## src/rtl/ps2_tx.sv

```systemverilog
// ps2_tx - PS/2 host-to-device transmitter.
//
// Sends one command/parameter byte to a PS/2 device using the host request
// sequence: inhibit the clock, present the start bit, release the clock, then
// shift data, odd parity and stop on device clock falling edges. The device
// acknowledge is checked on the eleventh clock. The block reports `done` on
// ACK and `error` on NACK or timeout. While a transfer runs, `busy` tells the
// keyboard receiver to ignore the bus.
//
// Ports:
//   clk28       in   system clock (only clock in this block)
//   rst         in   synchronous active-high reset
//   tx_data     in   [7:0] byte to send, sampled when tx_valid && tx_ready
//   tx_valid    in   send request, held by the requester until accepted
//   tx_ready    out  idle; a request is accepted this cycle
//   done        out  one-cycle pulse: transfer acknowledged
//   error       out  one-cycle pulse: timeout or NACK
//   busy        out  transfer in progress (receiver inhibit)
//   ps2_clk_in  in   raw PS/2 clock pin level
//   ps2_dat_in  in   raw PS/2 data pin level
//   ps2_clk_oe  out  1 pulls the clock pin low, 0 releases it
//   ps2_dat_oe  out  1 pulls the data pin low, 0 releases it
module ps2_tx #(
    parameter int unsigned CLK_FREQ       = 32'd28_000_000,
    parameter int unsigned INHIBIT_US     = 32'd120,
    parameter int unsigned REQ_TIMEOUT_US = 32'd15000,
    parameter int unsigned PKT_TIMEOUT_US = 32'd2000
) (
    input  logic       clk28,
    input  logic       rst,
    input  logic [7:0] tx_data,
    input  logic       tx_valid,
    output logic       tx_ready,
    output logic       done,
    output logic       error,
    output logic       busy,
    input  logic       ps2_clk_in,
    input  logic       ps2_dat_in,
    output logic       ps2_clk_oe,
    output logic       ps2_dat_oe
);

    localparam int unsigned CYC_PER_US = CLK_FREQ / 32'd1_000_000;

    // The shared counter is loaded with N-1 and a state acts when it reads
    // zero, so the transition lands exactly N cycles after the load.
    localparam logic [18:0] INH_LOAD   = 19'(CYC_PER_US * INHIBIT_US - 32'd1);
    localparam logic [18:0] START_LOAD = 19'd27;
    localparam logic [18:0] RTO_LOAD   = 19'(CYC_PER_US * REQ_TIMEOUT_US - 32'd1);
    localparam logic [18:0] PTO_LOAD   = 19'(CYC_PER_US * PKT_TIMEOUT_US - 32'd1);

    typedef enum logic [2:0] {
        S_IDLE      = 3'd0,
        S_INHIBIT   = 3'd1,
        S_START     = 3'd2,
        S_WAIT_CLK  = 3'd3,
        S_BITS      = 3'd4,
        S_ACK       = 3'd5,
        S_WAIT_IDLE = 3'd6,
        S_ERR       = 3'd7
    } state_t;

    // Odd parity bit for a data byte.
    function automatic logic odd_parity(input logic [7:0] d);
        return ~^d;
    endfunction

    // One step of the stability filter: returns {new level, new run count}.
    // The level follows the sample only after 8 consecutive differing samples.
    function automatic logic [3:0] filt_step(input logic smp, input logic filt,
                                             input logic [2:0] cnt);
        logic [3:0] r;
        if (smp == filt) begin
            r = {filt, 3'd0};
        end else if (cnt == 3'd7) begin
            r = {smp, 3'd0};
        end else begin
            r = {filt, cnt + 3'd1};
        end
        return r;
    endfunction

    // Input conditioning
    logic [1:0] clk_sync_r, dat_sync_r;
    logic [2:0] clk_cnt_r, dat_cnt_r;
    logic       clk_filt_r, dat_filt_r, clk_filt_d_r, fall_r;

    // FSM state and datapath
    state_t      state_r, state_s;
    logic [18:0] cnt_r, cnt_s;
    logic [3:0]  idx_r, idx_s;
    logic [7:0]  data_r, data_s;
    logic        par_r, par_s;
    logic        clk_oe_r, clk_oe_s, dat_oe_r, dat_oe_s;
    logic        done_r, done_s, error_r, error_s;
    logic        ready_r, ready_s, busy_r, busy_s;
    logic        expire_s;

    // Synchronize and filter both pins; register the filtered clock falling edge.
    always_ff @(posedge clk28) begin
        if (rst) begin
            clk_sync_r   <= 2'b11;
            dat_sync_r   <= 2'b11;
            clk_cnt_r    <= 3'd0;
            dat_cnt_r    <= 3'd0;
            clk_filt_r   <= 1'b1;
            dat_filt_r   <= 1'b1;
            clk_filt_d_r <= 1'b1;
            fall_r       <= 1'b0;
        end else begin
            clk_sync_r   <= {clk_sync_r[0], ps2_clk_in};
            dat_sync_r   <= {dat_sync_r[0], ps2_dat_in};
            {clk_filt_r, clk_cnt_r} <= filt_step(clk_sync_r[1], clk_filt_r, clk_cnt_r);
            {dat_filt_r, dat_cnt_r} <= filt_step(dat_sync_r[1], dat_filt_r, dat_cnt_r);
            clk_filt_d_r <= clk_filt_r;
            fall_r       <= clk_filt_d_r & ~clk_filt_r;
        end
    end

    assign expire_s = (cnt_r == 19'd0);

    // Next-state and next-output logic; every output is registered from here.
    always_comb begin
        state_s  = state_r;
        idx_s    = idx_r;
        data_s   = data_r;
        par_s    = par_r;
        clk_oe_s = clk_oe_r;
        dat_oe_s = dat_oe_r;
        done_s   = 1'b0;
        error_s  = 1'b0;
        if (cnt_r != 19'd0) begin
            cnt_s = cnt_r - 19'd1;
        end else begin
            cnt_s = cnt_r;
        end

        case (state_r)
            S_IDLE: begin
                clk_oe_s = 1'b0;
                dat_oe_s = 1'b0;
                if (tx_valid && ready_r) begin
                    data_s   = tx_data;
                    par_s    = odd_parity(tx_data);
                    idx_s    = 4'd0;
                    cnt_s    = INH_LOAD;
                    clk_oe_s = 1'b1;
                    state_s  = S_INHIBIT;
                end else begin
                    state_s  = S_IDLE;
                end
            end
            S_INHIBIT: begin
                clk_oe_s = 1'b1;
                if (expire_s) begin
                    dat_oe_s = 1'b1;
                    cnt_s    = START_LOAD;
                    state_s  = S_START;
                end else begin
                    state_s  = S_INHIBIT;
                end
            end
            S_START: begin
                if (expire_s) begin
                    clk_oe_s = 1'b0;
                    cnt_s    = RTO_LOAD;
                    state_s  = S_WAIT_CLK;
                end else begin
                    state_s  = S_START;
                end
            end
            S_WAIT_CLK: begin
                if (fall_r) begin
                    dat_oe_s = ~data_r[0];
                    cnt_s    = PTO_LOAD;
                    idx_s    = 4'd1;
                    state_s  = S_BITS;
                end else if (expire_s) begin
                    dat_oe_s = 1'b0;
                    error_s  = 1'b1;
                    state_s  = S_ERR;
                end else begin
                    state_s  = S_WAIT_CLK;
                end
            end
            S_BITS: begin
                if (fall_r) begin
                    case (idx_r)
                        4'd1, 4'd2, 4'd3, 4'd4,
                        4'd5, 4'd6, 4'd7: dat_oe_s = ~data_r[idx_r[2:0]];
                        4'd8:             dat_oe_s = ~par_r;
                        default:          dat_oe_s = 1'b0;    // stop bit: line released
                    endcase
                    idx_s = idx_r + 4'd1;
                    if (idx_r == 4'd9) begin
                        state_s = S_ACK;
                    end else begin
                        state_s = S_BITS;
                    end
                end else if (expire_s) begin
                    dat_oe_s = 1'b0;
                    error_s  = 1'b1;
                    state_s  = S_ERR;
                end else begin
                    state_s  = S_BITS;
                end
            end
            S_ACK: begin
                dat_oe_s = 1'b0;
                if (fall_r) begin
                    if (!dat_filt_r) begin
                        state_s = S_WAIT_IDLE;
                    end else begin
                        error_s = 1'b1;
                        state_s = S_ERR;
                    end
                end else if (expire_s) begin
                    error_s = 1'b1;
                    state_s = S_ERR;
                end else begin
                    state_s = S_ACK;
                end
            end
            S_WAIT_IDLE: begin
                if (clk_filt_r && dat_filt_r) begin
                    done_s  = 1'b1;
                    state_s = S_IDLE;
                end else if (expire_s) begin
                    error_s = 1'b1;
                    state_s = S_ERR;
                end else begin
                    state_s = S_WAIT_IDLE;
                end
            end
            S_ERR: begin
                clk_oe_s = 1'b0;
                dat_oe_s = 1'b0;
                state_s  = S_IDLE;
            end
            default: begin
                clk_oe_s = 1'b0;
                dat_oe_s = 1'b0;
                state_s  = S_IDLE;
            end
        endcase

        // Ready stays low in the cycle done pulses so a waiting request is
        // taken one cycle later; the error pulse is the ERR cycle itself.
        ready_s = (state_s == S_IDLE) && !done_s;
        busy_s  = ~ready_s;
    end

    // FSM and output registers.
    always_ff @(posedge clk28) begin
        if (rst) begin
            state_r  <= S_IDLE;
            cnt_r    <= 19'd0;
            idx_r    <= 4'd0;
            data_r   <= 8'd0;
            par_r    <= 1'b0;
            clk_oe_r <= 1'b0;
            dat_oe_r <= 1'b0;
            done_r   <= 1'b0;
            error_r  <= 1'b0;
            ready_r  <= 1'b0;
            busy_r   <= 1'b0;
        end else begin
            state_r  <= state_s;
            cnt_r    <= cnt_s;
            idx_r    <= idx_s;
            data_r   <= data_s;
            par_r    <= par_s;
            clk_oe_r <= clk_oe_s;
            dat_oe_r <= dat_oe_s;
            done_r   <= done_s;
            error_r  <= error_s;
            ready_r  <= ready_s;
            busy_r   <= busy_s;
        end
    end

    assign ps2_clk_oe = clk_oe_r;
    assign ps2_dat_oe = dat_oe_r;
    assign done       = done_r;
    assign error      = error_r;
    assign tx_ready   = ready_r;
    assign busy       = busy_r;

endmodule

```

## config.mk

```make
export PLATFORM = sky130hd
export DESIGN_NAME = ps2_tx
export DESIGN_NICKNAME = d
export VERILOG_FILES = /design/src/rtl/ps2_tx.sv
export SDC_FILE = /design/constraint.sdc
export NUM_CORES = 1
export LEC_CHECK = 0
export BUFFER_PORTS_ARGS = -buffer_cell sky130_fd_sc_hd__buf_4
export CORE_ASPECT_RATIO = 1.2
export CORE_UTILIZATION = 50
export CTS_CLUSTER_SIZE = 28
export DETAILED_ROUTE_END_ITERATION = 6
export PLACE_DENSITY = 0.79
export SETUP_SLACK_MARGIN = 0.1
export SKIP_CTS_REPAIR_TIMING = 1
export SYNTH_ARGS = -nofsm -noshare
export SYNTH_HDL_FRONTEND = slang
export SYNTH_SLANG_ARGS = --single-unit
```

## constraint.sdc

```tcl
create_clock -name clk28 -period 6.5 [get_ports clk28]
set_input_delay 1.3 -clock clk28 [delete_from_list [all_inputs] [get_ports clk28]]
set_output_delay 1.3 -clock clk28 [all_outputs]
set_load 0.01 [all_outputs]
```

==> results.cfg <==
[global_route]
grt_overflow = 0
antenna_found_initial = 0
grtUsageTotal_pct = 22.4
grt_max_degree = 42
grt_first_pass_wirelength_um = 10800
grt_pass1_vias = 2391

[cells_and_area]
fill_cells = 492
syn_to_final_growth_pct = 8.24
layout.nets = 370
drive_gt1_share_pct = 11.8
final_cells = 410
diodes = 0

[sta]
rsz0062_at_grt = false
hold_viol_final = 0
drv_slew = 0
slew_headroom_pct = 47.5
fin_ws_ns = 3.83
worstMarginPinSlew_ns = 0.787
finalSetupViolCount = 0
max_freq_mhz = 374
fin_crit_sh_pct = 41.1
setup-tns-final_ns = 0
finClkSkew_ns = 0.00683
period_needed_ns = 2.67

[synthesis]
synth_top_family_by_area = simple AND/OR/NAND/NOR gates
synth_nets = 360
synth_xor_area_share_pct = 5.80
synth_area_leader_cell = dfxtp_1
synth-simple-area-share_pct = 25.9
syn_area_per_cell_um2 = 8.52
synth_common_cells = dfxtp_1 (55), nand2_1 (40), a21oi_1 (28)
synthMuxAreaShare_pct = 3.36
netlist.area_leader.share_pct = 38.4
ys_async_sr_fraction_pct = 0
ys.flop_type = dfxtp_1
postSynthCellCount = 337
synth.distinct_cells = 60
synth_edf_count = 0
synth_compound_gate_area_share_pct = 18.3
ys_ff_latch = 55
synth_area_um2 = 2870
synth.area.top_cells = dfxtp_1 (38%), nand2_1 (5.2%), a21oi_1 (4.9%)
yosysMostFrequentCell = dfxtp_1
synth-adder-area-share_pct = 4.36
ys_seq_area_share_pct = 38.4
yosysWarnings = 0

[placed_design]
numPortBuffers = 18
pre_cts_slack_ns = 3.91
hpwlAfterDp_um = 4610
gp_congestion = 0.946
place_inst = 402

[hold_path]
min_to = clk_sync_r[1]
holdCritPathClass = register to register
min_from = clk_sync_r[0]
worstHoldPathCells = 1

[clock_network]
htree_levels = 2
clockBufferDepth = 2
clock_tree.root_cell = clkbuf_8
insertion_delay_ns = 0.31
clock-sinks = 55
cts_buffers = 5
cts_tree = yes
clk_pin_slew_worst_paths_ns = 0.10

[routing]
drt-initial-drc-count = 244
drc = 0
via_per_inst = 6.24
wl_um = 6570
drtAntennaViolNets = 0
routedWlPerCell_um = 16.0
vias = 2559
first_pass_iters = 4

[power_and_ir_drop]
powerDensity_nw_per_um2 = 386
peakVddDrop_mv = 0.191
p_leak_nw = 1.19

[setup_path]
cp_slowest_stage_delay_ns = 0.52
worst-r2r-setup-slack_ns = 3.83
critPathArrivalTime_ns = 2.85
cpMaxStageDelayCell = nor2_1
crit_path_cell_trace = inv_1 > ha_1 > or4b_4 > nor2_1 > nand2_1 > a2111oi_0 > nor4_1
crit_family = simple AND/OR/NAND/NOR gates
critPathKind = register to register
cp.required_ns = 6.68
crit_fanout = 11
cp.buffers_inverters = 1
start_kind = register
r2r_start = cnt_r[0]
r2r_end = ps2_clk_oe
rr_worst_depth = 7
end_kind = register

[floorplanning]
start_util_pct = 53.1
die_y_um = 85.0
die_w_um = 71.2
dieArea_um2 = 6050
rows = 29
io_pins = 19
coreArea_um2 = 5410

[job]
drv_cap = 0

[run_status]
status = finished clean
routing by layer:
metal  part of all wire [%]  track usage, %  wire length [um]  vias up
li1                       -               -                 -     1251
met1                     42            27.4              2740     1203
met2                     51            38.9              3340       87
met3                    4.7            2.97               307       18
met4                    2.7            10.0               176        0
met5                      0               0                 0        -
registers in the layout (all words and copies together) (netlist names):
name / flops
state_r: 3
par_r: 1
clk_filt_r: 1
ps2_dat_oe: 1
error: 1
ps2_clk_oe: 1
dat_cnt_r: 3
done: 1
clk_cnt_r: 3
idx_r: 4
clk_sync_r: 2
dat_filt_r: 1
dat_sync_r: 2
fall_r: 1
busy: 1
cnt_r: 19
clk_filt_d_r: 1
tx_ready: 1
data_r: 8
kinds of logic after synthesis:
logic type      count (synthesis)
compound gates                 80
buf+inv                        28
xor+xnor                       19
fa+ha+maj                      10
mux                             7
flops                          55
simple gates                  138
placed cells by master (no fill, tap or decap), types with 3 or more instances in the layout:
master,netlist,final
a21o_1,3,3
nor4bb_1,3,3
a211oi_1,3,3
or3_1,3,3
inv_1,12,12
o22ai_1,3,3
and3_1,5,5
or4_1,5,5
xor2_1,3,3
buf_4,0,19
clkbuf_8,0,5
nor4_1,13,13
o21ai_0,12,12
nand2_1,40,40
nand3_1,10,10
and2_1,5,5
or2_2,6,6
nor3_1,12,12
nor2_1,19,19
xnor2_1,16,16
a21oi_1,28,28
dfxtp_1,55,55
nor2b_1,4,4
mux2i_1,4,4
ha_1,10,10
a31oi_1,5,5
a2111oi_0,3,3
layout make-up:
cell class / instances / area [um^2] / share of cell area (%)
multi-input cells: 254 / 1660 / 53.3
well taps: 62 / 77.6 / 2.50
repair buffers: 19 / 143 / 4.59
flip-flops and latches: 55 / 1100 / 35.4
clock buffers: 6 / 72.6 / 2.34
inverters: 12 / 45.0 / 1.45
clock inverters: 2 / 12.5 / 0.403
worst max path at each step:
stage / from / end / slack [ns] / cells after the start
after floorplan: tx_valid / cnt_r[14] / 3.93 / 4
after CTS: cnt_r[0] / ps2_clk_oe / 3.87 / 7
after detailed placement: cnt_r[0] / ps2_clk_oe / 3.91 / 7
after global routing: cnt_r[0] / ps2_clk_oe / 3.55 / 7
after global placement: cnt_r[0] / ps2_clk_oe / 3.97 / 7
final: cnt_r[0] / ps2_clk_oe / 3.83 / 7
report_power, final:
| group | leakage, nW | switching, mW | total [mW] | internal (mW) |
|---|---|---|---|---|
| combinational | 0.695 | 0.310 | 0.532 | 0.221 |
| sequential | 0.449 | 0.0820 | 0.482 | 0.400 |
| clock | 0.0412 | 0.111 | 0.187 | 0.0756 |
| total | 1.19 | 0.503 | 1.20 | 0.697 |
worst reg2reg max path: cells and delay by family, from the launching register on:
family	cells	cell delay [ns]
flip-flops	1	0.36
AO/OA/AOI/OAI	1	0.49
buffers and inverters	1	0.10
adder cells (fa/ha/maj)	1	0.15
AND/OR/NAND/NOR	4	1.44
per-stage QoR:
stage / utilization, % / hold slack, ns / area (um^2) / power, mW
floorplan: - / 0.389 / 2870 / 0.896
global placement: 55.9 / 0.392 / 3020 / 0.997
detailed placement: 55.9 / 0.393 / 3020 / 1.00
CTS: 57.5 / 0.420 / 3110 / 1.19
global route: 57.5 / 0.437 / 3110 / 1.28
finish: 57.5 / 0.417 / 3110 / 1.20
(Power assumes the default switching activity.)
